--- config.mk ---
export PLATFORM = sky130hd
export DESIGN_NAME = mux_rr_sched
export DESIGN_NICKNAME = d
export VERILOG_FILES = /design/src/rtl/mux_arb_pkg.sv /design/src/rtl/mux_rr_sched_rr_pick4.sv /design/src/rtl/mux_rr_sched.sv
export SDC_FILE = /design/constraint.sdc
export NUM_CORES = 1
export LEC_CHECK = 0
export ABC_AREA = 1
export ABC_CLOCK_PERIOD_IN_PS = 2100
export BUFFER_PORTS_ARGS = -buffer_cell sky130_fd_sc_hd__buf_2
export CAP_MARGIN = 15
export CELL_PAD_IN_SITES_DETAIL_PLACEMENT = 0
export CELL_PAD_IN_SITES_GLOBAL_PLACEMENT = 1
export CORE_ASPECT_RATIO = 0.6
export CORE_UTILIZATION = 38
export DETAILED_ROUTE_END_ITERATION = 6
export MAX_ROUTING_LAYER = met4
export PLACE_DENSITY = 0.8
export REMOVE_ABC_BUFFERS = 1
export SYNTH_ARGS = -nofsm -noshare
export SYNTH_HDL_FRONTEND = slang
export SYNTH_SLANG_ARGS = --single-unit
--- constraint.sdc ---
create_clock -name clk -period 2.1 [get_ports clk]
set_input_delay 0.42 -clock clk [delete_from_list [all_inputs] [get_ports clk]]
set_output_delay 0.42 -clock clk [all_outputs]
set_load 0.01 [all_outputs]
--- src/rtl/mux_arb_pkg.sv ---
// Shared types and helpers for the round-robin scheduler of the 4:1 bit mux.
package mux_arb_pkg;

    localparam int N_REQ = 4;
    localparam int SEL_W = 2;

    typedef enum logic {
        S_IDLE  = 1'b0,
        S_GRANT = 1'b1
    } state_t;

    function automatic logic [N_REQ-1:0] onehot2(input logic [SEL_W-1:0] idx);
        return N_REQ'(1) << idx;
    endfunction

endpackage

--- src/rtl/mux_rr_sched_rr_pick4.sv ---
// Combinational round-robin picker: first set req bit scanning ptr, ptr+1, ... mod 4.
module rr_pick4 import mux_arb_pkg::*; (
    input  logic [N_REQ-1:0] req,
    input  logic [SEL_W-1:0] ptr,
    output logic             any,
    output logic [SEL_W-1:0] idx
);

    logic [2*N_REQ-1:0] dbl;
    logic [N_REQ-1:0]   rot;
    logic [SEL_W-1:0]   off;

    // Rotate so that rot[0] is the requester at ptr.
    assign dbl = {req, req};
    assign rot = dbl[ptr +: N_REQ];

    always_comb begin
        off = 2'd0;
        if (rot[0])      off = 2'd0;
        else if (rot[1]) off = 2'd1;
        else if (rot[2]) off = 2'd2;
        else if (rot[3]) off = 2'd3;
    end

    assign any = |req;
    assign idx = ptr + off;

endmodule

--- src/rtl/mux_rr_sched.sv ---
// Round-robin scheduler sharing a 4:1 bit mux; registers the selected bit with its requester id.
// Optional mux output checker enabled by defining MUX_FAULT_CHECK_EN.
module mux_rr_sched import mux_arb_pkg::*; #(
    parameter int MAX_HOLD = 4
) (
    input  logic             clk,
    input  logic             rst,
    input  logic [N_REQ-1:0] req,
    input  logic             mux_out,
    output logic [SEL_W-1:0] sel,
    output logic [N_REQ-1:0] grant,
    output logic             out_valid,
    output logic             out_bit,
    output logic [SEL_W-1:0] out_id
`ifdef MUX_FAULT_CHECK_EN
    ,
    input  logic [N_REQ-1:0] data_ref,
    input  logic             fault_clr,
    output logic             fault_ind
`endif
);

    localparam int HC_W = (MAX_HOLD > 1) ? $clog2(MAX_HOLD) : 1;

    state_t           state, state_nxt;
    logic [SEL_W-1:0] ptr, ptr_nxt;
    logic [HC_W-1:0]  hold_cnt, hold_nxt;
    logic [SEL_W-1:0] sel_nxt;
    logic [N_REQ-1:0] grant_nxt;
    logic             valid_nxt, bit_nxt;
    logic [SEL_W-1:0] id_nxt;
    logic             sample, release_g;
    logic [SEL_W-1:0] pick_ptr, pick_idx;
    logic             pick_any;

    // While granted, the picker only matters on release, where the rotation restarts after the owner.
    assign pick_ptr = (state == S_GRANT) ? sel + 2'd1 : ptr;
    assign sample   = (state == S_GRANT) && grant[sel] && req[sel];

    rr_pick4 u_pick (
        .req (req),
        .ptr (pick_ptr),
        .any (pick_any),
        .idx (pick_idx)
    );

    always_comb begin
        state_nxt = state;
        ptr_nxt   = ptr;
        hold_nxt  = hold_cnt;
        sel_nxt   = sel;
        grant_nxt = grant;
        valid_nxt = 1'b0;
        bit_nxt   = out_bit;
        id_nxt    = out_id;
        release_g = 1'b0;
        case (state)
            S_IDLE: begin
                if (pick_any) begin
                    state_nxt = S_GRANT;
                    grant_nxt = onehot2(pick_idx);
                    sel_nxt   = pick_idx;
                    hold_nxt  = '0;
                end
            end
            S_GRANT: begin
                if (sample) begin
                    valid_nxt = 1'b1;
                    bit_nxt   = mux_out;
                    id_nxt    = sel;
                    hold_nxt  = hold_cnt + 1'b1;
                end
                release_g = !req[sel] || (sample && hold_cnt == HC_W'(MAX_HOLD - 1));
                if (release_g) begin
                    ptr_nxt  = sel + 2'd1;
                    hold_nxt = '0;
                    if (pick_any) begin
                        grant_nxt = onehot2(pick_idx);
                        sel_nxt   = pick_idx;
                    end else begin
                        state_nxt = S_IDLE;
                        grant_nxt = '0;
                    end
                end
            end
            default: begin
                state_nxt = S_IDLE;
                grant_nxt = '0;
            end
        endcase
    end

    always_ff @(posedge clk) begin
        if (rst) begin
            state     <= S_IDLE;
            ptr       <= '0;
            hold_cnt  <= '0;
            sel       <= '0;
            grant     <= '0;
            out_valid <= 1'b0;
            out_bit   <= 1'b0;
            out_id    <= '0;
        end else begin
            state     <= state_nxt;
            ptr       <= ptr_nxt;
            hold_cnt  <= hold_nxt;
            sel       <= sel_nxt;
            grant     <= grant_nxt;
            out_valid <= valid_nxt;
            out_bit   <= bit_nxt;
            out_id    <= id_nxt;
        end
    end

`ifdef MUX_FAULT_CHECK_EN
    // Sticky mismatch flag; a new mismatch outranks a simultaneous clear.
    always_ff @(posedge clk) begin
        if (rst) begin
            fault_ind <= 1'b0;
        end else if (sample && (mux_out != data_ref[sel])) begin
            fault_ind <= 1'b1;
        end else if (fault_clr) begin
            fault_ind <= 1'b0;
        end
    end
`endif

endmodule
* Word level (Yosys, flattened, before mapping)
Index checks and enable logic that the tools add are counted.
** Operators by class
- $add $sub $neg :: 3
- Order comparisons :: 1
- Equal/unequal tests :: 4
- Shift operators :: 2
- Muxes and demuxes :: 24
- Bitwise gates (word level) :: 1
- Reduce and logical (&&, ||, !) cells :: 11
** Operators by type and width (number)
- $mux 2 :: 10
- $mux 4 :: 3
- $pmux 2 s2 :: 2
- $pmux 4 s2 :: 1
- $reduce_and 2->1 :: 4
- $shiftx 8x3->4 :: 1
- $mux 1 :: 5
- $add 2x1->2 const B :: 2
- $bmux 1 s2 :: 2
- $reduce_or 4->1 :: 1
- $shl 1x2->4 const A :: 1
- $logic_and 1x1->1 :: 3
- $lt 2x3->1 const B :: 1
- $ne 3x1->1 const B :: 1
- $add 2x2->2 :: 1
- $eq 2x2->1 const B :: 1
- $ne 2x1->1 const B :: 1
- $ne 2x2->1 const B :: 1
- $pmux 1 s2 :: 1
- $reduce_or 2->1 :: 1
- $logic_not 1->1 :: 1
- $logic_or 1x1->1 :: 1
- $not 1->1 :: 1
** Word-level totals
- Flip-flop bits (word level) :: 15
- Input port bits :: 7
- Output and inout bits :: 10
- Logic and storage cells :: 54

* Logic depth before layout (Yosys ltp)
- Depth after elaboration :: 12
- Mapped depth :: 18

* By module
A second synthesis with hierarchy kept.
** Second synthesis, totals
- Cells, all modules :: 151
- Area total of the unflattened synthesis :: 1019.7 um^2
** By module, submodules not included
- mux_rr_sched :: instances 1, cells each 116, area an instance 852.1 um^2
- rr_pick4 :: instances 1, cells each 35, area an instance 167.7 um^2

* Worst setup path after synthesis
No wires, ideal clock.
- Path kind :: register -> register
- From :: register sel[0]
- To :: register grant[0]
- Library setup time :: 0.129 ns
- Data arrival time :: 1.914 ns
- Required time :: 1.971 ns
- Path slack :: 0.057 ns
- Cell stages (with the launch flop) :: 18
- Path through :: dfxtp_1 buf_6 inv_6 nand2_2 nand3_2 nand2_4 nand3_1 nand2_1 inv_1 nand2_2 inv_1 ha_1 xnor2_1 inv_1 nand3_1 nand2_1 nand3_1 a21oi_2
** On the way
- Longest elaborated chain between the ends :: 12
** Ends and longest elaborated chain
- start: declaration :: RTL line mux_rr_sched.sv:10 : output logic [SEL_W-1:0] sel,
- start signal: assignment :: RTL line mux_rr_sched.sv:107 : sel <= sel_nxt;
- $add 2x1->2 :: RTL line mux_rr_sched.sv:37 : assign pick_ptr = (state == S_GRANT) ? sel + 2'd1 : ptr;
- $mux 2 :: RTL line mux_rr_sched.sv:37
- $shiftx 8x3->4 :: RTL line mux_rr_sched_rr_pick4.sv:15 : assign rot = dbl[ptr +: N_REQ];
- $mux 2 :: RTL line mux_rr_sched_rr_pick4.sv:22 : else if (rot[3]) off = 2'd3;
- $mux 2 :: RTL line mux_rr_sched_rr_pick4.sv:21 : else if (rot[2]) off = 2'd2;
- $mux 2 :: RTL line mux_rr_sched_rr_pick4.sv:20 : else if (rot[1]) off = 2'd1;
- $mux 2 :: RTL line mux_rr_sched_rr_pick4.sv:19 : if (rot[0]) off = 2'd0;
- $add 2x2->2 :: RTL line mux_rr_sched_rr_pick4.sv:26 : assign idx = ptr + off;
- $shl 1x2->4 :: RTL line mux_arb_pkg.sv:13 : return N_REQ'(1) << idx;
- $mux 4 :: RTL line mux_rr_sched.sv:77 : if (pick_any) begin
- $mux 4 :: RTL line mux_rr_sched.sv:74 : if (release_g) begin
- $pmux 4 s2 :: RTL line mux_rr_sched.sv:57 : case (state)
- end signal: assignment :: RTL line mux_rr_sched.sv:108 : grant <= grant_nxt;
- end: declaration :: RTL line mux_rr_sched.sv:11 : output logic [N_REQ-1:0] grant,
Several ways; a longest one is shown, not always the timed one. The select of a mux whose other input is x is not followed.
A chain may end at the register's enable or synchronous reset.

* Final worst setup path
- From :: register state
- To :: register grant[0]
** On the way
- Longest elaborated chain between the ends :: 11
** Ends and longest elaborated chain
- start: declaration :: RTL line mux_rr_sched.sv:25 : state_t state, state_nxt;
- start signal: assignment :: RTL line mux_rr_sched.sv:104 : state <= state_nxt;
- $mux 2 :: RTL line mux_rr_sched.sv:37
- $shiftx 8x3->4 :: RTL line mux_rr_sched_rr_pick4.sv:15
- $mux 2 :: RTL line mux_rr_sched_rr_pick4.sv:22
- $mux 2 :: RTL line mux_rr_sched_rr_pick4.sv:21
- $mux 2 :: RTL line mux_rr_sched_rr_pick4.sv:20
- $mux 2 :: RTL line mux_rr_sched_rr_pick4.sv:19
- $add 2x2->2 :: RTL line mux_rr_sched_rr_pick4.sv:26
- $shl 1x2->4 :: RTL line mux_arb_pkg.sv:13
- $mux 4 :: RTL line mux_rr_sched.sv:77
- $mux 4 :: RTL line mux_rr_sched.sv:74
- $pmux 4 s2 :: RTL line mux_rr_sched.sv:57
Several ways; a longest one is shown, not always the timed one. The select of a mux whose other input is x is not followed.

==> results.yml <==
status:
  status: "complete, no violations"
clocking:
  numCtsBuffers: 3
  cts_buffer_depth: 2
  cts_hold_buf: 0
  clkLatencyLatePin_ns: 0.25
  clock-sinks: 15
  htree_levels: 1
  root_buffer: "clkbuf_8"
  clkTransAtPathRegs_ns: 0.06
  cts_tree: "built"
cells_and_area:
  final_cells: 223
  fin_nets: 201
  antenna_cells: 0
  post-route-util_pct: 55.3
  drive_gt1_share_pct: 43.5
  syn2layout_area_growth_pct: 36.8
logic_synthesis:
  synth-seq-cells: 15
  synth_common_cells: "nand2_1, nand3_1, inv_1"
  yosysSeqAreaShare_pct: 29.2
  syn_area_sq_mm: 0.00103
  yosysWarnings: 0
  synth_edf_count: 0
  yosys.area.top_type_share_pct: 29.2
  async_flop_share_pct: 0
  synth_cells: 157
  yosysTopAreaCell: "dfxtp_1"
  synth.distinct_cells: 24
  yosysMostFrequentCell: "nand2_1"
  avgSynthCellArea_sq_um: 6.54
  synth_flop_cell: "dfxtp_1"
  synthTopCellsByArea: "dfxtp_1, nand2_1, nand3_1, inv_1, a21oi_1"
critical_path:
  cp.arrival_ns: 2.09
  path_max_fanout: 6
  cp-end-kind: "flip-flop"
  criticalPathCategory: "flip-flop to flip-flop"
  startpoint_type: "flip-flop"
  required_ns: 2.23
flow_run:
  drv_cap: 0
global_routing:
  grt_antenna_before_repair: 0
  grt_first_pass_wirelength_mm: 4.38
  grt_pass1_vias: 990
  grt_max_degree: 10
  grt-ovfl-total: 0
  grt_usage_pct: 19.7
die:
  core_region_area_sq_mm: 0.00254
  die_h_um: 42.3
  boundaryPins: 17
  die-area_sq_mm: 0.00292
  rows: 14
  dieWidth_um: 69.1
  initial_core_util_pct: 40.4
place:
  dp_cells: 218
  gp_congestion: 0.844
  place_ws_ns: -0.167
  post-dp-hpwl_mm: 2.06
  portBuffers: 16
drt:
  avgViaCountPerCell: 4.74
  wl_met3_um: 126
  routed_wl_mm: 2.53
  wl_met1_mm: 1.40
  drtIter0Drc: 31
  wire_per_inst_um: 11.4
  drtPass1Iterations: 4
  dr.max_layer_used: "met3"
  wl_met2_mm: 1.01
  drc: 0
  vias: 1058
  ant_nets: 0
timing:
  worstMarginPinSlew_ns: 0.308
  min_period_ns: 1.96
  fin_worst_skew_ns: 0.00358
  slew-limit-headroom_pct: 79.4
  period_share_pct: 93.1
  hold_slack_ns: 0.441
  max_freq_mhz: 511
  rsz0062_at_grt: "yes"
  slew_violations: 0
  timing.final.hold_violations: 0
  setup_ws_ns: 0.145
  setup_viol: 0
pwr:
  p_per_area_mw_per_mm2: 1340
  p_leak_uw: 0.000706
  ir_worst_vdd_v: 0.000682
hold_path:
  min_path_type: "flip-flop to flip-flop"
[sequential cells by signal, summed over array words and instances (netlist names)]
| register | cells |
|---|---|
| out_id | 2 |
| out_bit | 1 |
| state | 1 |
| grant | 4 |
| ptr | 2 |
| out_valid | 1 |
| hold_cnt | 2 |
| sel | 2 |
[what timing repair did]
action	4_1_cts	5_1_grt
pin swaps	1	8
endpoints found under the hold margin	0	0
setup endpoints to repair	5	5
gates resized for setup	4	25
setup buffers	0	1
[stage by stage]
step | setup TNS [ns] | area (sq um) | total power, uW
finish | 0 | 1410 | 1880
global route | 0 | 1410 | 2060
CTS | 0 | 1300 | 1760
detailed placement | -0.787 | 1240 | 1510
global placement | -0.0165 | 1240 | 1480
floorplan | -0.273 | 1000 | 1130
[final timing paths]
check,from,endpoint,slack [ns],cells past startpoint
hold reg to reg,out_id[0],out_id[0],0.44,2
setup / recovery,state,grant[0],0.14,17
hold / removal,out_id[0],out_id[0],0.44,2
setup reg to reg,state,grant[0],0.14,17
[cell type report]
type | instances | area (sq um)
Fill cell | 229 | 1130
Multi-Input combinational cell | 114 | 698
Sequential cell | 15 | 309
Timing Repair Buffer | 33 | 211
Inverter | 25 | 101
Clock buffer | 4 | 45.0
Tap cell | 32 | 40.0
[kinds of logic after synthesis]
| kind of cell | count (synthesis) | synth area share (%) |
|---|---|---|
| adder cells (fa/ha/maj) | 2 | 2.44 |
| AND/OR/NAND/NOR | 82 | 40.0 |
| flip-flops | 15 | 29.2 |
| AO/OA/AOI/OAI | 29 | 15.3 |
| buffers and inverters | 28 | 12.2 |
| XOR/XNOR | 1 | 0.853 |
[cell usage in the layout, fill, tap and decap left out, types with 11 or more instances in the layout]
master | synthesis | routed
nand2_2 | 10 | 16
dfxtp_1 | 15 | 12
buf_4 | 0 | 16
o21ai_0 | 11 | 11
nand3_2 | 4 | 11
nand3_1 | 20 | 13
inv_1 | 19 | 18
a21oi_1 | 13 | 12
buf_2 | 0 | 16
nand2_1 | 37 | 30
[per-layer routing]
metal	global-route usage (%)	up-vias
met5	-	-
met4	4.08	0
met1	27.6	462
met2	27.2	20
li1	-	576
met3	6.73	0
[worst max-delay path: stages, from the launching register on]
cell and delay (ns):
dfxtp_4 0.40, buf_6 0.11, nand2_4 0.06, nand3_2 0.08, nand2_1 0.07, nand2_1 0.09, nand2_1 0.05, nand2_1 0.07
nand2_2 0.06, nand2_2 0.06, inv_1 0.06, ha_4 0.17, xnor2_4 0.20, inv_2 0.06, nand3_1 0.08, nand2_1 0.07
nand3_1 0.09, a21oi_2 0.05
[power breakdown]
| part | switching [uW] | total, uW | internal (uW) |
|---|---|---|---|
| registers | 79.2 | 457 | 377 |
| logic | 689 | 1190 | 506 |
| clock network | 97.7 | 232 | 134 |
Note: power is estimated with default switching activity, not from simulation.
